`src/rtl/mem_arbiter_pkg.sv`:
```
//------------------------------------------------------------------------------
// mem_arbiter_pkg
//   Shared memory-system definitions: arbiter FSM state encoding, owner
//   encoding and the line-size legality check.
//   Revision: 1.0  initial release
//------------------------------------------------------------------------------
`default_nettype none

package mem_arbiter_pkg;

  typedef enum logic [2:0] {
    ST_IDLE  = 3'd0,
    ST_CMD   = 3'd1,
    ST_WBEAT = 3'd2,
    ST_RBEAT = 3'd3,
    ST_DONE  = 3'd4
  } state_e;

  localparam logic OWN_IC = 1'b0;
  localparam logic OWN_DC = 1'b1;

  // A line is 2..16 words and must be a power of two so the beat counter wraps.
  function automatic bit line_words_legal(input int unsigned n);
    return (n >= 32'd2) && (n <= 32'd16) && ((n & (n - 32'd1)) == 32'd0);
  endfunction

endpackage

`default_nettype wire

```
`src/rtl/mem_arbiter_arb_pick.sv`:
```
//------------------------------------------------------------------------------
// arb_pick
//   Grant selection between the icache and dcache requesters.
//   ARB_ROUND_ROBIN_EN defined  : on a tie the requester not granted last wins.
//   ARB_ROUND_ROBIN_EN undefined: fixed priority, dcache over icache.
//   Revision: 1.0  initial release
//------------------------------------------------------------------------------
`default_nettype none

module arb_pick
  import mem_arbiter_pkg::*;
(
  input  logic ic_req_i,
  input  logic dc_req_i,
`ifdef ARB_ROUND_ROBIN_EN
  input  logic last_owner_i,
`endif
  output logic any_req_o,
  output logic owner_o
);

  // Decide the winner among the currently raised requests.
  always_comb begin
    any_req_o = ic_req_i | dc_req_i;
`ifdef ARB_ROUND_ROBIN_EN
    if (ic_req_i && dc_req_i) begin
      owner_o = ~last_owner_i;
    end else begin
      owner_o = dc_req_i ? OWN_DC : OWN_IC;
    end
`else
    owner_o = dc_req_i ? OWN_DC : OWN_IC;
`endif
  end

endmodule

`default_nettype wire

```
`src/rtl/mem_arbiter.sv`:
```
//------------------------------------------------------------------------------
// mem_arbiter
//   Two-requester (icache / dcache) line-transfer arbiter in front of a
//   single memory port. Command handshake, then LINE_WORDS write or read
//   beats, then a one-cycle done pulse to the owner.
//   Optional macro: ARB_ROUND_ROBIN_EN (round-robin tie break).
//   Revision: 1.0  initial release
//------------------------------------------------------------------------------
`default_nettype none

module mem_arbiter
  import mem_arbiter_pkg::*;
#(
  parameter int LINE_WORDS = 4,
  parameter int ADDR_W     = 32
) (
  input  logic              clk,
  input  logic              rst,
  input  logic              ic_req_i,
  input  logic [ADDR_W-1:0] ic_addr_i,
  input  logic              dc_req_i,
  input  logic              dc_we_i,
  input  logic [ADDR_W-1:0] dc_addr_i,
  input  logic [31:0]       dc_wdata_i,
  output logic              dc_wdata_ack_o,
  output logic              resp_valid_o,
  output logic [31:0]       resp_data_o,
  output logic              resp_dc_o,
  output logic              done_o,
  output logic              mem_cmd_valid_o,
  input  logic              mem_cmd_ready_i,
  output logic              mem_cmd_rnw_o,
  output logic [ADDR_W-1:0] mem_cmd_addr_o,
  output logic [31:0]       mem_wdata_o,
  output logic              mem_wdata_valid_o,
  input  logic              mem_wdata_ready_i,
  input  logic [31:0]       mem_rdata_i,
  input  logic              mem_rdata_valid_i
);

  localparam int CNT_W = $clog2(LINE_WORDS);
  localparam int OFF_W = CNT_W + 2;
  localparam logic [ADDR_W-1:0] C_LINE_MASK = {ADDR_W{1'b1}} << OFF_W;

  generate
    if (!line_words_legal(LINE_WORDS)) begin : g_bad_line_words
      $error("mem_arbiter: LINE_WORDS must be a power of 2 from 2 to 16");
    end
  endgenerate

  state_e            state_q, state_d;
  logic [CNT_W-1:0]  cnt_q, cnt_d;
  logic [CNT_W-1:0]  cnt_inc;
  logic              owner_q, owner_d;
  logic              rnw_q, rnw_d;
  logic [ADDR_W-1:0] addr_q, addr_d;
  logic              pick_any;
  logic              pick_owner;

`ifdef ARB_ROUND_ROBIN_EN
  logic              last_q;

  // Remember who was served last; updated only when a transfer completes.
  always_ff @(posedge clk) begin
    if (rst) begin
      last_q <= OWN_IC;
    end else if (state_q == ST_DONE) begin
      last_q <= owner_q;
    end
  end
`endif

  arb_pick u_arb_pick (
    .ic_req_i     (ic_req_i),
    .dc_req_i     (dc_req_i),
`ifdef ARB_ROUND_ROBIN_EN
    .last_owner_i (last_q),
`endif
    .any_req_o    (pick_any),
    .owner_o      (pick_owner)
  );

  assign cnt_inc = cnt_q + CNT_W'(1);

  // State, beat counter and latched transfer descriptor.
  always_ff @(posedge clk) begin
    if (rst) begin
      state_q <= ST_IDLE;
      cnt_q   <= '0;
      owner_q <= OWN_IC;
      rnw_q   <= 1'b0;
      addr_q  <= '0;
    end else begin
      state_q <= state_d;
      cnt_q   <= cnt_d;
      owner_q <= owner_d;
      rnw_q   <= rnw_d;
      addr_q  <= addr_d;
    end
  end

  // Next-state logic and output muxing; outputs are forced quiet during reset.
  always_comb begin
    state_d           = state_q;
    cnt_d             = cnt_q;
    owner_d           = owner_q;
    rnw_d             = rnw_q;
    addr_d            = addr_q;
    dc_wdata_ack_o    = 1'b0;
    resp_valid_o      = 1'b0;
    resp_data_o       = '0;
    resp_dc_o         = owner_q;
    done_o            = 1'b0;
    mem_cmd_valid_o   = 1'b0;
    mem_cmd_rnw_o     = rnw_q;
    mem_cmd_addr_o    = addr_q;
    mem_wdata_o       = '0;
    mem_wdata_valid_o = 1'b0;

    case (state_q)
      ST_IDLE: begin
        if (pick_any) begin
          owner_d   = pick_owner;
          rnw_d     = (pick_owner == OWN_DC) ? ~dc_we_i : 1'b1;
          addr_d    = ((pick_owner == OWN_DC) ? dc_addr_i : ic_addr_i) & C_LINE_MASK;
          cnt_d     = '0;
          resp_dc_o = pick_owner;
          state_d   = ST_CMD;
        end
      end
      ST_CMD: begin
        mem_cmd_valid_o = 1'b1;
        if (mem_cmd_ready_i) begin
          state_d = rnw_q ? ST_RBEAT : ST_WBEAT;
        end
      end
      ST_WBEAT: begin
        mem_wdata_o       = dc_wdata_i;
        mem_wdata_valid_o = 1'b1;
        if (mem_wdata_ready_i) begin
          dc_wdata_ack_o = 1'b1;
          cnt_d          = cnt_inc;
          if (cnt_inc == '0) begin
            state_d = ST_DONE;
          end
        end
      end
      ST_RBEAT: begin
        if (mem_rdata_valid_i) begin
          resp_valid_o = 1'b1;
          resp_data_o  = mem_rdata_i;
          cnt_d        = cnt_inc;
          if (cnt_inc == '0) begin
            state_d = ST_DONE;
          end
        end
      end
      ST_DONE: begin
        done_o  = 1'b1;
        state_d = ST_IDLE;
      end
      default: begin
        state_d = ST_IDLE;
      end
    endcase

    if (rst) begin
      dc_wdata_ack_o    = 1'b0;
      resp_valid_o      = 1'b0;
      resp_data_o       = '0;
      resp_dc_o         = 1'b0;
      done_o            = 1'b0;
      mem_cmd_valid_o   = 1'b0;
      mem_cmd_rnw_o     = 1'b0;
      mem_cmd_addr_o    = '0;
      mem_wdata_o       = '0;
      mem_wdata_valid_o = 1'b0;
    end
  end

endmodule

`default_nettype wire

```
`config.mk`:
```
export PLATFORM = sky130hd
export DESIGN_NAME = mem_arbiter
export DESIGN_NICKNAME = d
export VERILOG_FILES = /design/src/rtl/mem_arbiter_pkg.sv /design/src/rtl/mem_arbiter_arb_pick.sv /design/src/rtl/mem_arbiter.sv
export SDC_FILE = /design/constraint.sdc
export NUM_CORES = 1
export LEC_CHECK = 0
export BUFFER_PORTS_ARGS = -buffer_cell sky130_fd_sc_hd__buf_2
export CAP_MARGIN = 20
export CORE_AREA = 4 4 91 93
export DETAILED_ROUTE_END_ITERATION = 8
export DIE_AREA = 0 0 95 97
export PLACE_DENSITY = 0.85
export REMOVE_ABC_BUFFERS = 1
export SYNTH_ARGS = -nofsm -noshare
export SYNTH_HDL_FRONTEND = slang
export SYNTH_SLANG_ARGS = --single-unit
export TNS_END_PERCENT = 5
```
`constraint.sdc`:
```
create_clock -name clk -period 4.48 [get_ports clk]
set_input_delay 0 -clock clk [delete_from_list [all_inputs] [get_ports clk]]
set_output_delay 0 -clock clk [all_outputs]
set_load 0.03 [all_outputs]
```
==> results of run 1 <==
[cells in the mapped netlist, types with 2 or more instances]
| library cell | n | area [um2] |
|---|---|---|
| a31oi_1 | 2 | 12.51 |
| clkbuf_1 | 6 | 22.52 |
| a21oi_1 | 2 | 10.01 |
| and2_1 | 66 | 412.9 |
| mux2_4 | 9 | 135.1 |
| buf_2 | 12 | 60.06 |
| nor2_1 | 32 | 120.1 |
| nor3_2 | 2 | 20.02 |
| dfxtp_1 | 35 | 700.7 |
| buf_6 | 2 | 22.52 |
| nor2b_1 | 31 | 193.9 |
| mux2i_1 | 29 | 290.3 |
| mux2_2 | 19 | 214.0 |
| buf_4 | 5 | 37.54 |
| nor3_1 | 3 | 15.01 |
| nand2_1 | 3 | 11.26 |
[final cells by class]
type	count	area (um2)	area share [%]
multi-input cells	216	1593	43.04
repair buffers	232	1187	32.08
flip-flops and latches	35	700.7	18.93
well taps	102	127.6	3.448
clock buffers	5	68.82	1.859
clock inverters	3	20.02	0.5409
inverters	1	3.754	0.1014
[cells by family (layout without fill, tap and decap cells)]
logic type	count (synthesis)	after routing	share of synthesized area [%]
AO/OA/AOI/OAI	10	10	2.964
adder cells (fa/ha/maj)	1	1	0.5109
buffers and inverters	27	241	6.796
flip-flops	35	35	28.62
multiplexers	57	57	26.11
other	1	4	0.1531
AND/OR/NAND/NOR	144	144	34.85
[worst max-delay path by stage]
stage	start	end	slack (ns)
4_1_cts	state_q[1]	mem_wdata_o[1]	2.20
3_3_place_gp	state_q[0]	addr_q[26]	2.38
3_5_place_dp	state_q[0]	addr_q[14]	2.34
6_report	state_q[0]	addr_q[12]	2.35
2_1_floorplan	state_q[0]	owner_q	2.64
5_1_grt	state_q[0]	resp_data_o[8]	2.19
[state kept, by name (all words and copies together), names as in the netlist]
register / cells
addr_q: 28
state_q: 3
owner_q: 1
rnw_q: 1
cnt_q: 2
[power by group through the flow]
stage / sequential, mW / combinational [mW] / clock, mW
after floorplan: 0.356 / 0.171 / 0
after global placement: 0.358 / 0.274 / 0
after detailed placement: 0.360 / 0.281 / 0
after CTS: 0.353 / 0.284 / 0.236
after global routing: 0.356 / 0.308 / 0.249
final: 0.353 / 0.282 / 0.225
[per-stage QoR]
step                area (um2)  std cells  total power, mW  setup WS (ns)
floorplan                 2297        252           0.5272          2.638
global placement          3571        582           0.6322          2.380
detailed placement        3571        582           0.6413          2.338
CTS                       3690        593           0.8728          2.205
global route              3701        594           0.9124          2.189
finish                    3701        594           0.8605          2.355
[layer usage]
metal	vias up	GRT usage, %	routed length, um
met5	-	0	0
met4	0	2.775	51
met3	4	4.199	778
met2	129	29.93	4028
met1	1168	16.25	2803
li1	1322	-	-
[worst min-delay path, delay by kind of cell]
kind,cells,cell delay [ns]
AND/OR/NAND/NOR,1,0.07
buffers and inverters,1,0.08
multiplexers,2,0.19
[timing repair]
action                    in CTS  in global routing
hold buffers                   3                  0
hold endpoints to repair       3                  0
gates resized for setup        0                  0
==> results by group, run 1 <==
Outcome
  • Status: finished clean

Cells and area
  • Commonest non-fill, non-tap cell in the layout: buf_2
  • NumNets Final: 628
  • Final core utilization: between 40% and 50%
  • Area growth, synth to finish: 51.15%
  • Layout filler cell count: 714
  • Layout cells sized above 1: 55.08%
  • Most frequent cells in the layout: buf_2 (226), and2_1 (66), dfxtp_1 (35)
  • Diode count: 0

Logic synthesis
  • Mean Syn Cell Area: 8.904 um2
  • Post-synthesis sequential area ratio: 28.62%
  • Syn Inst Count: 275
  • Yosys warns: 0
  • Post-Syn Area: 2449 um2
  • Top_reg_cell synth: dfxtp_1
  • Async SR Flop Fraction: 0%
  • EDFF count, synth: 0
  • Distinct cells, synth: 33
  • Post-synthesis register bit count: 35

STA
  • Setup Skew: 0.005790 ns
  • Final Slew Violations: 0
  • RSZ-0062 raised after global routing: false
  • Final period utilization: 47.44%
  • Slew at the pin closest to its max-slew limit: 0.9220 ns
  • WHS: 0.07851 ns
  • # setup viols final: 0
  • Setup TNS: 0 ns
  • F_max: ~470 MHz
  • Slew HR: approximately 38%
  • Minimum clock period: 2.125 ns
  • Final hold violations: 0

Pwr
  • Sw power: 277.5 uW
  • Comb power frac: 32.8%
  • Peak supply drop: around 0.15 mV
  • Clock power share: 26.2%
  • Seq pwr share: 41.0%
  • Int Pwr: 582.9 uW
  • Pwr per Cell Area: ~230 nW/um2
  • Sw frac: between 30% and 40%
  • Leakage: 2.148 nW

Clock network
  • TritonCTS clock tree: built
  • Worst-Skew Late Latency: between 0.2 and 0.3 ns
  • TritonCTS sink count: 35
  • Clock Path Buffers: 2
  • Root buffer cell: clkbuf_8
  • Total number of H-tree levels: 2
  • Clk slew on worst S/H paths: 0.07 ns
  • TritonCTS Buffers: 5
  • Postcts setup bufs: 0

Drt
  • Vias per inst: 4.416
  • Routed wire per std cell: about 13 um
  • Post-Route WL: 7.661 mm
  • DRT iter0 DRCs: 41
  • DRC viols: 0
  • 1st-pass router iterations: 4
  • Vias: 2623
  • Post-route ant nets: 0

Floorplanning
  • Initial Utilization: ~33%
  • Die H: 97 um
  • Full die area: 9215 um2
  • Core Area: 7527 um2
  • # rows: 32
  • I/O pin total: roughly 240
  • Die Width: around 95 um

Place
  • Gpl congestion: 0.7520
  • Hpwl dp: roughly 6.3 mm
  • IO buf count: 226

Global route
  • Global-route wire length before repair: around 12 mm
  • Total gr overflow: 0
  • Vias in the first global route: 2576
  • Initial antenna violation count: 0
  • Largest net degree at the start of global routing: 66
  • Total track usage: 15.43%

Hold path
  • Hold Crit Endpoint: addr_q[13]
  • Min-delay worst type: in -> reg
  • Hold path cells: 4
  • Min-delay src: ic_addr_i[13]

Critical path
  • CP max-delay cell: nor2b_4
  • Worst-path cell chain: nor3_2 -> nor2b_4 -> mux2_2
  • Buf/Inv on CP: 0
  • Critical Path End Type: register
  • Worst flop-to-flop path endpoint: addr_q[12]
  • Crit path kind: reg -> reg
  • Crit path DAT: 2.29 ns
  • Reg2reg setup slack: 2.35 ns
  • CP Data Required Time: 4.65 ns
  • Startpoint types: register
  • CP top delay family: simple AND/OR/NAND/NOR gates
  • Worst reg2reg path startpoint: state_q[0]
  • Worst path depth: 3
  • CP max FO: 29
  • CP peak stage delay: a little over 0.8 ns
  • Worst R2R Path Depth: 3

Job
  • Max-cap violation count: 0
Power figures use the tool's default switching activity.
==> run 2, diff against run 1 <==
--- a/config.mk
+++ b/config.mk
@@ -7,10 +7,10 @@
 export LEC_CHECK = 0
 export BUFFER_PORTS_ARGS = -buffer_cell sky130_fd_sc_hd__buf_2
 export CAP_MARGIN = 20
-export CORE_AREA = 4 4 91 93
+export CORE_AREA = 4 4 92 94
 export DETAILED_ROUTE_END_ITERATION = 8
-export DIE_AREA = 0 0 95 97
-export PLACE_DENSITY = 0.85
+export DIE_AREA = 0 0 96 98
+export PLACE_DENSITY = 0.83
 export REMOVE_ABC_BUFFERS = 1
 export SYNTH_ARGS = -nofsm -noshare
 export SYNTH_HDL_FRONTEND = slang
==> constraint.sdc (replaced) <==
create_clock -name clk -period 2 [get_ports clk]
set_input_delay 0 -clock clk [delete_from_list [all_inputs] [get_ports clk]]
set_output_delay 0 -clock clk [all_outputs]
set_load 0.03 [all_outputs]
==> results by group, run 2 (same netlist as run 1, synthesis figures left out) <==
Outcome
  • Status: finished clean

STA
  • Final hold violations: 0 (unchanged)
  • F_max: 556.2 MHz
  • Slew HR: 64.03% (+26 points)
  • Slew at the pin closest to its max-slew limit: 0.5395 ns (-0.3825 ns)
  • RSZ-0062 raised after global routing: false
  • Setup Skew: 0.004152 ns (-0.001638 ns)
  • Final Slew Violations: 0 (unchanged)
  • Minimum clock period: 1.798 ns
  • Post-route setup slack: 0.2022 ns (-2.153 ns)
  • # setup viols final: 0 (unchanged)
  • WHS: 0.03127 ns (-0.04724 ns)
  • Setup TNS: 0 ns (unchanged)
  • Final period utilization: 89.89%

Clock network
  • TritonCTS Buffers: 5 (unchanged)
  • Clock Path Buffers: 2 (unchanged)
  • Worst-Skew Late Latency: 0.28 ns (about the same)
  • Clk slew on worst S/H paths: 0.07 ns (about the same)
  • Postcts setup bufs: 0 (unchanged)
  • Root buffer cell: clkbuf_8
  • TritonCTS clock tree: built
  • Total number of H-tree levels: 2 (unchanged)
  • TritonCTS sink count: 35 (unchanged)

Global route
  • Total track usage: 15.52% (+0.084 points)
  • Vias in the first global route: 2551 (-0.97%)
  • Global-route wire length before repair: 11.85 mm (+1.6%)
  • Initial antenna violation count: 0 (unchanged)
  • Total gr overflow: 0 (unchanged)
  • Largest net degree at the start of global routing: 59 (-11%)

Critical path
  • Critical Path Most Common Cell: buf_4
  • Crit path kind: reg -> out
  • Worst R2R Path Depth: 4 (+1)
  • Worst-path cell chain: buf_4 -> nor4b_4 -> buf_4 -> and2_1 -> buf_2
  • Worst flop-to-flop path endpoint: addr_q[22]
  • Startpoint types: register
  • CP max-delay cell: dfxtp_1
  • Crit path DAT: 1.80 ns (-0.49 ns)
  • Critical Path End Type: primary output
  • Reg2reg setup slack: 0.40 ns (-1.95 ns)
  • CP top delay family: buffers and inverters
  • CP peak stage delay: 0.33 ns (-0.48 ns)
  • Worst reg2reg path startpoint: state_q[1]
  • CP Data Required Time: 2.00 ns (-2.65 ns)
  • Buf/Inv on CP: 3 (+3)
  • CP max FO: 34 (+17%)

Floorplanning
  • I/O pin total: 239 (unchanged)
  • Die H: 98 um (+1.0%)
  • Initial Utilization: 32.02% (-0.51 points)
  • Full die area: 9408 um2 (+2.1%)
  • Core Area: 7647 um2 (+1.6%)
  • # rows: 32 (unchanged)
  • Die Width: 96 um (+1.1%)

Cells and area
  • Max FFs per register: 28 (unchanged)
  • Layout filler cell count: 759 (+6.3%)
  • Area growth, synth to finish: 51.81%
  • Final core utilization: 48.61% (-0.56 points)
  • Top flop regs: addr_q x28, state_q x3, cnt_q x2
  • Finished Layout Cells: 596 (+0.34%)
  • NumNets Final: 630 (+0.32%)
  • Commonest non-fill, non-tap cell in the layout: buf_2
  • Top reg by flops: addr_q
  • Diode count: 0 (unchanged)
  • Layout cells sized above 1: 55.67% (+0.59 points)
  • Post-route cell area: 3717 um2 (+0.44%)
  • Most frequent cells in the layout: buf_2 (226), and2_1 (66), dfxtp_1 (34)

Job
  • Max-cap violation count: 0 (unchanged)

Place
  • Post-place setup slack: 0.3430 ns (-1.995 ns)
  • Gpl congestion: 0.7973 (+6.0%)
  • Placed insts: 587 (+0.86%)
  • Placed Area: 3621 um2 (+1.4%)
  • Hpwl dp: 6.477 mm (+3.5%)
  • IO buf count: 226 (unchanged)

Drt
  • DRT iter0 DRCs: 61 (+49%)
  • Vias per inst: 4.440 (+0.54%)
  • 1st-pass router iterations: 4 (unchanged)
  • Routed wire per std cell: 13.04 um (+1.1%)
  • Post-route ant nets: 0 (unchanged)
  • Post-Route WL: 7.772 mm (+1.4%)
  • DRC viols: 0 (unchanged)
  • Vias: 2646 (+0.88%)

Hold path
  • Hold Crit Endpoint: owner_q
  • Min-delay src: ic_req_i
  • Min-delay worst type: in -> reg
  • Hold path cells: 2 (-2)

Pwr
  • Post-layout power: 1.945 mW (+130%)
  • Pwr per Cell Area: 523.1 nW/um2 (+130%)
  • Leakage: 2.165 nW (+0.78%)
  • Peak supply drop: 0.3897 mV (+160%)
==> run 2: cell types whose count changed in the layout (fill, tap and decap cells not counted) <==
cell and change:
buf_4 +4, dlygate4sd3_1 -2, buf_12 +1, buf_6 -1, clkbuf_1 +1, clkinvlp_4 -1
dfxtp_1 -1, dfxtp_2 +1
==> run 2: worst register-to-register path, delay by kind of cell, from the launching register on <==
| family | cells | cell delay [ns] |
|---|---|---|
| buf+inv | 1 | 0.21 |
| flops | 1 | 0.39 |
| simple gates | 2 | 0.50 |
| mux | 1 | 0.38 |
==> run 2: worst max path at each step <==
| stage | from | to | cells past startpoint |
|---|---|---|---|
| finish | state_q[0] | mem_wdata_o[0] | 5 |
| global route | state_q[0] | mem_wdata_o[0] | 5 |
| CTS | state_q[1] | mem_wdata_o[0] | 4 |
| detailed placement | state_q[1] | addr_q[22] | 4 |
| global placement | state_q[1] | addr_q[22] | 4 |
| floorplan | state_q[0] | owner_q | 3 |
==> run 2: what timing repair did <==
| item | CTS | global route |
|---|---|---|
| endpoints found under the hold margin | 1 | 0 |
| hold buffers | 1 | 0 |
| gates resized for setup | 0 | 1 |
| setup endpoints to repair | 0 | 4 |
==> run 2: layer usage <==
layer	GRT usage (%)	share of wire, %
met1	18.08	40
met2	28.04	51
met3	3.929	8.8
met4	3.282	0.84
met5	0	0
==> run 2: power by group <==
part           leakage (nW)  switching (mW)  total (mW)  internal [mW]
logic                  1.84           0.345       0.655          0.310
registers             0.289          0.0214       0.785          0.764
clock network        0.0412           0.261       0.504          0.243
==> run 2: cell type report <==
cell class | count | area [um2] | area share (%)
Multi-Input combinational cell | 216 | 1593 | 42.85
Timing Repair Buffer | 234 | 1206 | 32.45
Sequential cell | 35 | 701.9 | 18.88
Tap cell | 102 | 127.6 | 3.433
Clock buffer | 6 | 72.57 | 1.952
Clock inverter | 2 | 12.51 | 0.3366
Inverter | 1 | 3.754 | 0.1010
